[src/rtl/addsub_signed_pipe_if.sv]
// addsub_signed_pipe_if: operand/result handshake bundle for addsub_signed_pipe.
// Ports: in_valid/in_ready with a, b, sub, sat; out_valid/out_ready with res, cout, overflow, zero, neg.
interface addsub_signed_pipe_if #(
    parameter int WIDTH = 8
);
    logic             in_valid;
    logic             in_ready;
    logic [WIDTH-1:0] a;
    logic [WIDTH-1:0] b;
    logic             sub;
    logic             sat;
    logic             out_valid;
    logic             out_ready;
    logic [WIDTH-1:0] res;
    logic             cout;
    logic             overflow;
    logic             zero;
    logic             neg;

    modport master (
        output in_valid, a, b, sub, sat, out_ready,
        input  in_ready, out_valid, res, cout, overflow, zero, neg
    );

    modport slave (
        input  in_valid, a, b, sub, sat, out_ready,
        output in_ready, out_valid, res, cout, overflow, zero, neg
    );
endinterface

[src/rtl/addsub_signed_pipe.sv]
// addsub_signed_pipe: pipelined signed add/sub, CHUNK bits of carry per stage, optional saturation.
// Ports: clk, rst (async active-high), io (slave side of addsub_signed_pipe_if).
module addsub_signed_pipe #(
    parameter int WIDTH = 8,
    parameter int CHUNK = 4
) (
    input logic                clk,
    input logic                rst,
    addsub_signed_pipe_if.slave io
);
    localparam int STAGES = WIDTH / CHUNK;
    // Register slots between stages; one dummy slot keeps arrays legal at STAGES == 1.
    localparam int NR = (STAGES > 1) ? STAGES - 1 : 1;

    typedef struct packed {
        logic             v;
        logic [WIDTH-1:0] a;
        logic [WIDTH-1:0] b;
        logic [WIDTH-1:0] s;
        logic             c;
        logic             sat;
    } stage_t;

    stage_t           r   [NR];
    stage_t           cur [STAGES];
    stage_t           nxt [STAGES];
    stage_t           fin;
    logic [CHUNK:0]   t;
    logic             advance;
    logic             ovf_n;
    logic [WIDTH-1:0] res_n;

    logic             vld_q;
    logic [WIDTH-1:0] res_q;
    logic             cout_q;
    logic             ovf_q;
    logic             zero_q;
    logic             neg_q;

    assign advance = !vld_q || io.out_ready;

    always_comb begin
        t      = '0;
        cur[0] = '0;
        cur[0].v   = io.in_valid;
        cur[0].a   = io.a;
        cur[0].b   = io.sub ? ~io.b : io.b;
        cur[0].c   = io.sub;
        cur[0].sat = io.sat;
        for (int k = 1; k < STAGES; k++) begin
            cur[k] = r[k-1];
        end
        // Each stage resolves its own chunk; other fields ride along.
        for (int k = 0; k < STAGES; k++) begin
            t = {1'b0, cur[k].a[k*CHUNK +: CHUNK]}
              + {1'b0, cur[k].b[k*CHUNK +: CHUNK]}
              + {{CHUNK{1'b0}}, cur[k].c};
            nxt[k] = cur[k];
            nxt[k].s[k*CHUNK +: CHUNK] = t[CHUNK-1:0];
            nxt[k].c = t[CHUNK];
        end
        fin   = nxt[STAGES-1];
        ovf_n = (fin.a[WIDTH-1] == fin.b[WIDTH-1])
             && (fin.s[WIDTH-1] != fin.a[WIDTH-1]);
        res_n = fin.s;
        if (fin.sat && ovf_n) begin
            res_n = fin.a[WIDTH-1] ? {1'b1, {(WIDTH-1){1'b0}}}
                                   : {1'b0, {(WIDTH-1){1'b1}}};
        end
    end

    always_ff @(posedge clk or posedge rst) begin
        if (rst) begin
            for (int k = 0; k < NR; k++) begin
                r[k] <= '0;
            end
            vld_q  <= 1'b0;
            res_q  <= '0;
            cout_q <= 1'b0;
            ovf_q  <= 1'b0;
            zero_q <= 1'b0;
            neg_q  <= 1'b0;
        end else if (advance) begin
            for (int k = 0; k < STAGES - 1; k++) begin
                r[k] <= nxt[k];
            end
            vld_q  <= fin.v;
            res_q  <= res_n;
            cout_q <= fin.c;
            ovf_q  <= ovf_n;
            zero_q <= (res_n == '0);
            neg_q  <= res_n[WIDTH-1];
        end
    end

    assign io.in_ready  = advance;
    assign io.out_valid = vld_q;
    assign io.res       = res_q;
    assign io.cout      = cout_q;
    assign io.overflow  = ovf_q;
    assign io.zero      = zero_q;
    assign io.neg       = neg_q;
endmodule

[src/flat_wrapper.sv]
// flat-port wrapper written by rule: the top's interface ports become plain ports
module addsub_signed_pipe_flat 
#(
    parameter int WIDTH = 8,
    parameter int CHUNK = 4
)
  (clk, rst, io_in_valid, io_a, io_b, io_sub, io_sat, io_out_ready, io_in_ready, io_out_valid, io_res, io_cout, io_overflow, io_zero, io_neg);
  addsub_signed_pipe_if #(.WIDTH(WIDTH)) io_i ();
  input logic clk;
  input logic rst;
  input wire logic [$bits(io_i.in_valid)-1:0] io_in_valid;
  input wire logic [$bits(io_i.a)-1:0] io_a;
  input wire logic [$bits(io_i.b)-1:0] io_b;
  input wire logic [$bits(io_i.sub)-1:0] io_sub;
  input wire logic [$bits(io_i.sat)-1:0] io_sat;
  input wire logic [$bits(io_i.out_ready)-1:0] io_out_ready;
  output wire logic [$bits(io_i.in_ready)-1:0] io_in_ready;
  output wire logic [$bits(io_i.out_valid)-1:0] io_out_valid;
  output wire logic [$bits(io_i.res)-1:0] io_res;
  output wire logic [$bits(io_i.cout)-1:0] io_cout;
  output wire logic [$bits(io_i.overflow)-1:0] io_overflow;
  output wire logic [$bits(io_i.zero)-1:0] io_zero;
  output wire logic [$bits(io_i.neg)-1:0] io_neg;
  assign io_i.in_valid = io_in_valid;
  assign io_i.a = io_a;
  assign io_i.b = io_b;
  assign io_i.sub = io_sub;
  assign io_i.sat = io_sat;
  assign io_i.out_ready = io_out_ready;
  assign io_in_ready = io_i.in_ready;
  assign io_out_valid = io_i.out_valid;
  assign io_res = io_i.res;
  assign io_cout = io_i.cout;
  assign io_overflow = io_i.overflow;
  assign io_zero = io_i.zero;
  assign io_neg = io_i.neg;
  addsub_signed_pipe #(.WIDTH(WIDTH), .CHUNK(CHUNK)) u_core (.clk(clk), .rst(rst), .io(io_i));
endmodule
[config.mk]
export PLATFORM = sky130hd
export DESIGN_NAME = addsub_signed_pipe_flat
export DESIGN_NICKNAME = d
export VERILOG_FILES = /design/src/rtl/addsub_signed_pipe_if.sv /design/src/rtl/addsub_signed_pipe.sv /design/src/flat_wrapper.sv
export SDC_FILE = /design/constraint.sdc
export NUM_CORES = 1
export LEC_CHECK = 0
export ABC_AREA = 1
export BUFFER_PORTS_ARGS = -buffer_cell sky130_fd_sc_hd__buf_4
export CELL_PAD_IN_SITES_DETAIL_PLACEMENT = 0
export CELL_PAD_IN_SITES_GLOBAL_PLACEMENT = 2
export CORE_MARGIN = 2
export CORE_UTILIZATION = 33
export DETAILED_ROUTE_END_ITERATION = 10
export HOLD_SLACK_MARGIN = 0.15
export PLACE_DENSITY_LB_ADDON = 0.25
export SLEW_MARGIN = 10
export SYNTH_ARGS = -nofsm -noshare
export SYNTH_HDL_FRONTEND = slang
export SYNTH_SLANG_ARGS = --single-unit
[constraint.sdc]
create_clock -name clk -period 4.9 [get_ports clk]
set_input_delay 0.98 -clock clk [delete_from_list [all_inputs] [get_ports clk]]
set_output_delay 0.98 -clock clk [all_outputs]
set_load 0.005 [all_outputs]
==> impl_metrics.tcl <==
set metrics [dict create \
    utilization_pct 41.81 \
    routed.top_layer "met4" \
    worst_path_largest_cell_delay_ps 710 \
    drt_first_pass_iters 3 \
    dpl-instance-area_um2 1749 \
    timing.hold.ws_ps 464.5 \
    grt_pass1_wl_mm 5.216 \
    tightest_slew_ps 1004 \
    vias 1130 \
    clockBufferDepth 2 \
    final_antenna_net_count 0 \
    power.switching_uw 239.8 \
    drive_gt1_share_pct 23.47 \
    grt_max_degree 28 \
    power_density_nw_per_um2 395.4 \
    clkLatencyLatePin_ps 270 \
    wl_per_cell_um 11.63 \
    cts_setup_buffers 0 \
    area_growth_syn_to_layout_pct 24.24 \
    stdcell_area_um2 1795 \
    finalNonFillerCells 248 \
    synth_area_per_cell_um2 8.921 \
    antenna_cells 0 \
    ys_ff_latch 27 \
    crit_arrival_ps 2130 \
    rsz0062_at_grt "false" \
    relSlewSlack_pct 32.98 \
    grt_usage_pct 12.99 \
    crit_path_end_kind "output port" \
    synth_cell_types 26 \
    io_pins 36 \
    cts_resized 0 \
    path_max_fanout 25 \
    p_clk_share_pct 17.6 \
    portBuffers 35 \
    p_int_uw 470.1 \
    die_h_um 70.18 \
    hold_viol_final 0 \
    p_total_uw 709.9 \
    clk_pin_slew_ps 90 \
    peakVddDrop_mv 0.1236 \
    cts_buffers 3 \
    syn-cell-area_um2 1445 \
    seq_area_frac_synth_pct 46.75 \
    power.leakage_nw 0.9048 \
    status "complete, no violations" \
    path_cells "buf_4, nor2_2, inv_1, buf_4" \
    cts_tree "built" \
    cts_hold_buf 0 \
    met2_length_mm 1.310 \
    gp_congestion 0.7635 \
    setup-tns-final_ps 0 \
    fmax_mhz 322.0 \
    rows 24 \
    drc 0 \
    cp.buffers_inverters 3 \
    grt-ovfl-total 0 \
    cp.required_ps 3920 \
    fin_nets 228 \
    htree_levels 1 \
    start_util_pct 33.65 \
    switching_share_pct 33.78 \
    dp_slack_ps 1811 \
    syn-num-nets 193 \
    setup_violations 0 \
    synth-warning-count 0 \
    seq_power_share_pct 44.5 \
    antenna_found_initial 0 \
    cp_common_cell "buf_4" \
    finalCritPeriodShare_pct 63.39 \
    dp.cells 244 \
    grt_pass1_vias 1160 \
    power_frac_comb_pct 37.9 \
    hold_class "flop to flop" \
    wl_met3_um 96 \
    critical_path_class "input port to output port" \
    cp_top_family "simple AND/OR/NAND/NOR gates" \
    drt-initial-drc-count 32 \
    wl_mm 2.885 \
    slowest_stage "nor2_2" \
    period_needed_ps 3106 \
    die_area_um2 4925 \
    slew_viol_final 0 \
    cap_violations 0 \
    cts_root_buf "clkbuf_8" \
    syn_inst 162 \
    hpwl_mm 2.184 \
    via_per_inst 4.556 \
    wl_met1_mm 1.449 \
    core_um2 4294 \
    die_w_um 70.18 \
    clock_sinks 27 \
    setup_slack_ps 1794 \
    startpoint_type "input port" \
    clock_skew_ps 1.641 \
]
[worst min-delay path: stages, from the launching register on]
cell and delay, ps:
dfrtp_1 330, inv_1 40, nand2_1 60
[layer usage]
layer / vias up / GRT usage [%]
met2: 23 / 21.38
met4: 0 / 4.487
met3: 2 / 1.876
met5: - / 0
met1: 516 / 17.54
li1: 589 / -
[final timing paths]
| path | startpoint | to | slack, ps | depth (start not counted) |
|---|---|---|---|---|
| min in group asynchronous | rst | u_core.io.res[1] | 950 | 2 |
| min | u_core.cur[26] | u_core.io.out_valid | 460 | 2 |
| min reg2reg | u_core.cur[26] | u_core.io.out_valid | 460 | 2 |
| max reg2reg | u_core.io.out_valid | u_core.io.neg | 2890 | 7 |
| max | io_out_ready | io_in_ready | 1790 | 4 |
| max in group asynchronous | rst | u_core.cur[0] | 3350 | 2 |
[cells in the final DEF (no fill, tap or decap), types with 3 or more instances in the layout]
| cell type | count |
|---|---|
| fa_1 | 3 |
| o21ai_0 | 12 |
| dfrtp_1 | 27 |
| nand3_1 | 5 |
| inv_1 | 15 |
| xnor2_1 | 6 |
| nand3_2 | 3 |
| xor2_1 | 4 |
| nand2_1 | 40 |
| ha_1 | 6 |
| clkbuf_8 | 3 |
| buf_4 | 36 |
| nor2_1 | 15 |
| a21oi_1 | 9 |
[kinds of logic (layout without fill, tap and decap cells)]
logic type / after synthesis / after routing / synth area share (%)
buffers and inverters: 21 / 55 / 6.060
and+or+nand+nor: 67 / 67 / 20.78
AOI/OAI and AO/OA: 28 / 28 / 11.00
adders and majority gates: 9 / 9 / 9.351
xor gates and xnor gates: 10 / 10 / 6.060
DFF: 27 / 27 / 46.75
[cell type report]
class,count,area [um^2]
sequential,27,675.6
clock buffer,3,41.29
clock inverter,1,5.005
inverter,15,56.30
tap,52,65.06
timing repair buffer,36,270.3
multi-input combinational,114,681.9
fill,441,2499
[state kept, by name, indices dropped and copies added, names as in the netlist]
name / cells
u_core.io.out_valid: 1
u_core.cur: 15
u_core.io.overflow: 1
u_core.io.res: 7
u_core.io.neg: 1
u_core.io.cout: 1
u_core.io.zero: 1
[cell usage after synthesis]
library cell,n,area (um^2)
nor2_2,1,6.260
xor2_1,4,35.03
nor3_1,1,5.000
xnor2_1,6,52.55
o21ai_2,1,8.760
a211oi_1,1,7.510
inv_1,15,56.30
a21boi_1,1,7.510
buf_2,1,5.000
a22o_1,1,8.760
ha_1,6,75.07
a21o_1,1,7.510
nand4_1,1,6.260
nor2_1,15,56.30
nand3_2,3,30.03
o31ai_1,1,7.510
nand4_4,1,21.27
fa_1,3,60.06
a21oi_1,9,45.04
buf_4,2,15.01
nand2_1,40,150.1
dfrtp_1,27,675.7
a31oi_1,1,6.260
nand3_1,5,25.02
o21ai_0,12,60.06
clkbuf_1,3,11.26
[power by group through the flow]
stage	Combinational (mW)	Clock, mW	Sequential (mW)
global placement	0.272	0	0.319
finish	0.269	0.125	0.316
floorplan	0.165	0	0.317
detailed placement	0.273	0	0.321
global route	0.307	0.141	0.323
CTS	0.275	0.132	0.317
No activity file was read; power rests on OpenSTA's default activity.
